--- src/rtl/dso_pkg.sv ---
// Shared types and constants for the DSO host-link command path.
package dso_pkg;

  // Command sequencer FSM states
  typedef enum logic [1:0] {
    IDLE    = 2'd0,
    COLLECT = 2'd1,
    CONSUME = 2'd2,
    HOLD    = 2'd3
  } cmd_seq_state_t;

  // Default frame length in bytes (opcode + operands)
  localparam int CMD_BYTES_DEFAULT = 3;

  // Opcodes understood by cmd_cfg (first byte of every frame)
  localparam logic [7:0] OP_NOP       = 8'h00;
  localparam logic [7:0] OP_SET_CH    = 8'h01;
  localparam logic [7:0] OP_SET_VDIV  = 8'h02;
  localparam logic [7:0] OP_SET_TRIG  = 8'h03;
  localparam logic [7:0] OP_SET_LEVEL = 8'h04;
  localparam logic [7:0] OP_SET_TBASE = 8'h05;
  localparam logic [7:0] OP_ARM       = 8'h10;
  localparam logic [7:0] OP_STOP      = 8'h11;

endpackage

--- src/rtl/cmd_tmo_cnt.sv ---
// Inter-byte timeout counter: counts while enabled, saturates at the
// terminal value and flags it combinationally for the owning FSM.
module cmd_tmo_cnt #(
  parameter int TIMEOUT_CYC = 4096
) (
  input  logic clk,
  input  logic rst_n,
  input  logic clr,
  input  logic en,
  output logic tc
);

  localparam int TW = $clog2(TIMEOUT_CYC);
  localparam logic [TW-1:0] LAST = TW'(TIMEOUT_CYC - 1);

  logic [TW-1:0] tmo;

  // Count enabled cycles; clear has priority and the count never wraps
  always_ff @(posedge clk or negedge rst_n) begin
    if (!rst_n) begin
      tmo <= '0;
    end else if (clr) begin
      tmo <= '0;
    end else if (en && (tmo != LAST)) begin
      tmo <= tmo + 1'b1;
    end
  end

  assign tc = en && (tmo == LAST);

endmodule

--- src/rtl/uart_cmd_seq.sv ---
// Assembles multi-byte host commands from uart_rx, holds each frame until
// the decoder acknowledges it, and drops stale partial frames on timeout.
module uart_cmd_seq
  import dso_pkg::*;
#(
  parameter int CMD_BYTES   = CMD_BYTES_DEFAULT,
  parameter int TIMEOUT_CYC = 4096
) (
  input  logic                   clk,
  input  logic                   rst_n,
  input  logic                   rx_rdy,
  input  logic [7:0]             rx_data,
  output logic                   clr_rx_rdy,
  output logic [8*CMD_BYTES-1:0] cmd,
  output logic                   cmd_rdy,
  input  logic                   clr_cmd_rdy,
  output logic                   frame_err,
  output logic                   busy
);

  localparam int CW    = 8 * CMD_BYTES;
  localparam int CNT_W = $clog2(CMD_BYTES + 1);
  localparam logic [CNT_W-1:0] FULL = CNT_W'(CMD_BYTES);

  cmd_seq_state_t   state;
  logic [CNT_W-1:0] byte_cnt;
  logic             accepting;
  logic             tmo_clr;
  logic             tmo_en;
  logic             tmo_tc;

  // A byte is taken only while waiting for one; a capture restarts the gap timer
  assign accepting = (state == IDLE) || (state == COLLECT);
  assign tmo_en    = (state == COLLECT);
  assign tmo_clr   = (state != COLLECT) || rx_rdy;

  cmd_tmo_cnt #(
    .TIMEOUT_CYC (TIMEOUT_CYC)
  ) u_tmo (
    .clk   (clk),
    .rst_n (rst_n),
    .clr   (tmo_clr),
    .en    (tmo_en),
    .tc    (tmo_tc)
  );

  // Frame FSM with shift register, byte counter and registered outputs
  always_ff @(posedge clk or negedge rst_n) begin
    if (!rst_n) begin
      state      <= IDLE;
      cmd        <= '0;
      cmd_rdy    <= 1'b0;
      clr_rx_rdy <= 1'b0;
      frame_err  <= 1'b0;
      busy       <= 1'b0;
      byte_cnt   <= '0;
    end else begin
      clr_rx_rdy <= 1'b0;
      frame_err  <= 1'b0;
      case (state)
        IDLE, COLLECT: begin
          if (accepting && rx_rdy) begin
            // Capture beats a coincident timeout
            cmd        <= {cmd[CW-9:0], rx_data};
            byte_cnt   <= byte_cnt + 1'b1;
            clr_rx_rdy <= 1'b1;
            busy       <= 1'b1;
            state      <= CONSUME;
          end else if ((state == COLLECT) && tmo_tc) begin
            // Stale partial frame: forget it, leave cmd contents alone
            byte_cnt   <= '0;
            busy       <= 1'b0;
            frame_err  <= 1'b1;
            state      <= IDLE;
          end
        end
        CONSUME: begin
          // uart_rx still shows rdy this cycle, so it is not looked at here
          if (byte_cnt == FULL) begin
            cmd_rdy <= 1'b1;
            busy    <= 1'b0;
            state   <= HOLD;
          end else begin
            state   <= COLLECT;
          end
        end
        HOLD: begin
          // Pending bytes stay in uart_rx until the decoder frees us
          if (clr_cmd_rdy) begin
            cmd_rdy  <= 1'b0;
            byte_cnt <= '0;
            busy     <= 1'b0;
            state    <= IDLE;
          end
        end
        default: state <= IDLE;
      endcase
    end
  end

endmodule

--- config.mk ---
export PLATFORM = sky130hd
export DESIGN_NAME = uart_cmd_seq
export DESIGN_NICKNAME = d
export VERILOG_FILES = /design/src/rtl/dso_pkg.sv /design/src/rtl/cmd_tmo_cnt.sv /design/src/rtl/uart_cmd_seq.sv
export SDC_FILE = /design/constraint.sdc
export NUM_CORES = 1
export LEC_CHECK = 0
export BUFFER_PORTS_ARGS = -buffer_cell sky130_fd_sc_hd__buf_4
export CORE_MARGIN = 1.5
export CORE_UTILIZATION = 30
export DETAILED_ROUTE_END_ITERATION = 12
export PLACE_DENSITY = 0.53
export RECOVER_POWER = 25
export SYNTH_ARGS = -nofsm -noshare
export SYNTH_HDL_FRONTEND = slang
export SYNTH_SLANG_ARGS = --single-unit
--- constraint.sdc ---
create_clock -name clk -period 1.8 [get_ports clk]
set_input_delay 0.09 -clock clk [delete_from_list [all_inputs] [get_ports clk]]
set_output_delay 0.09 -clock clk [all_outputs]
set_load 0.03 [all_outputs]
==> flow_summary.ini <==
[run_status]
status = completed

[drt]
drc = 0
first_pass_iters = 4
drtIter0Drc = 32
wire_per_inst_um = 14.1
postRouteWirelength_mm = 3.98
postRouteAntennaNets = 0
via_per_inst = 5.17
routed-via-count = 1458

[yosys]
synthTopCellsByCount = dfrtp_1 (44), mux2_2 (19), nand2_1 (8)
synthFlopType = dfrtp_1
synth_warnings = 0
yosysTopAreaCell = dfrtp_1
syn_area_um2 = 1980
ys_types = 40
yosysSeqAreaShare = 0.557
syn_area_per_cell_um2 = 12.5
ys_top_cells_by_area = dfrtp_1 (56%), mux2_2 (11%), mux2_1 (2.8%)
syn_inst = 158
synthArstFlopShare = 1.00
syn_nets = 172
synth_top_area_share = 0.557
synth-seq-cells = 44
post-synth-top-count-cell = dfrtp_1
synth_edf_count = 0

[setup_path]
crit_chain = ha_1, and3_1, a41oi_1, a311o_1
cp_max_fo = 7
cpPeakStageDelay_ps = 430
cp_slowest_cell = dfrtp_1
startpoint_type = flip-flop
path_class = flip-flop to flip-flop
critical_path_required_ps = 1970
cp_top_family = compound AO/OA/AOI/OAI gates
critical_path_arrival_ps = 1810
end_kind = flip-flop
path_buf_inv = 0

[timing]
post-route-min-period_ps = 1640
period_share = 0.911
skew_ps = 8.58
slew_headroom = 0.259
max_freq_mhz = 610
finalSetupViolCount = 0
hold_ws_ps = 19.8
finalMaxSlewViolations = 0
hold_violations = 0
worst_slew_pin_slew_ps = 1110
rsz0062_at_grt = no
tns_ps = 0

[layout]
nNetsFinal = 219
area_growth_pct = 27.1
final_core_util = 0.396
diodes = 0
drive_above_1_share = 0.385

[pwr]
cellLeakagePower_nw = 1.08
peakVddDrop_v = 0.000849
cellPowerDensity_nw_per_um2 = 1740

[die]
fp-row-count = 29
core_area_um2 = 6350
ios = 40
start_util = 0.311
design.die.area_um2 = 7090
die_w_um = 84.2
die_y_um = 84.2

[placement]
io_buffers = 39
gp_congestion = 0.724
dpl.hpwl_mm = 2.76

[job]
drv_cap = 0

[global_routing]
antenna_found_initial = 0
grt_pass1_vias = 1475
overflow = 0
grt_first_pass_wirelength_mm = 6.91
grt_max_degree = 45
track_usage = 0.119

[clock_tree]
clockBufferDepth = 2
numCtsBuffers = 5
clock_latency_ps = 290
cts.sinks = 44
clk_pin_slew_worst_paths_ps = 90
cts_root_buf = clkbuf_8
cts_tree = done
htree_levels = 2

[min_path]
hp-class = input port to flip-flop
[layer usage]
| layer | global-route usage | vias to the layer above | part of all wire |
|---|---|---|---|
| li1 | - | 695 | - |
| met1 | 0.162 | 721 | 0.48 |
| met2 | 0.187 | 37 | 0.45 |
| met3 | 0.0413 | 5 | 0.063 |
| met4 | 0.0224 | 0 | 0.0068 |
| met5 | 0 | - | 0 |
[kinds of logic (layout without fill, tap and decap cells)]
group / after synthesis / count (layout) / synth area share
AOI/OAI and AO/OA: 34 / 34 / 0.122
and+or+nand+nor: 41 / 41 / 0.127
buffers and inverters: 11 / 58 / 0.0348
adders and majority gates: 2 / 2 / 0.0127
DFF: 44 / 44 / 0.557
muxes: 26 / 26 / 0.147
[registers in the layout, summed over array words and instances, names as in the netlist]
| signal | flops |
|---|---|
| cmd | 24 |
| u_tmo.tmo | 12 |
| byte_cnt | 2 |
| state | 2 |
| busy | 1 |
| clr_rx_rdy | 1 |
| cmd_rdy | 1 |
| frame_err | 1 |
[path summary, 6_finish.rpt]
check,start,end,slack [ps],cells past startpoint
worst max-delay path,u_tmo.tmo[0],busy,160,4
worst min register to register,cmd[20],cmd[20],500,1
worst min-delay path,rx_data[7],cmd[7],20,2
worst max register to register,u_tmo.tmo[0],busy,160,4
min in group asynchronous,rst_n,cmd_rdy,540,2
max in group asynchronous,rst_n,cmd[0],580,2
[cell type report]
type	instances	area, µm²
clock buffers	5	68.8
clock inverters	2	60.1
fillers	597	3840
inverters	3	11.3
multi-input cells	103	815
flip-flops and latches	44	1100
well taps	77	96.3
repair buffers	48	360
[power by group]
part / switching [W] / internal (W) / leakage [nW]
clock: 0.000329 / 0.000546 / 0.0642
sequential: 0.000245 / 0.00135 / 0.544
combinational: 0.00107 / 0.000827 / 0.469
[timing repair]
| item | 4_1_cts | 5_1_grt |
|---|---|---|
| endpoints found under the setup margin | 0 | 5 |
| resized for setup | 0 | 1 |
| hold buffers | 1 | 0 |
| hold endpoints to repair | 44 | 0 |
| buffers inserted | 0 | 0 |
[per-stage QoR]
step	setup slack, ps	instance area [µm²]	instances	total power, W
detailed placement	84.1	2370	274	0.00353
floorplan	299	1980	158	0.00280
global placement	148	2370	274	0.00352
finish	161	2510	282	0.00437
CTS	77.5	2510	282	0.00443
global route	47.0	2510	282	0.00465
[layout by cell type, fill, tap and decap left out, types with 4 or more instances in the layout]
master    Yosys  final
dfrtp_1      44     44
nand2b_1      5      5
nor3_1        7      7
a21oi_1       6      6
mux2_1        5      5
a211oi_1      4      4
o21ai_0       5      5
mux2_2       19     19
clkbuf_8      0      5
buf_4         2     46
a31oi_1       4      4
nand2_1       8      8
nor4_1        4      4
Note: power is estimated with default switching activity, not from simulation.
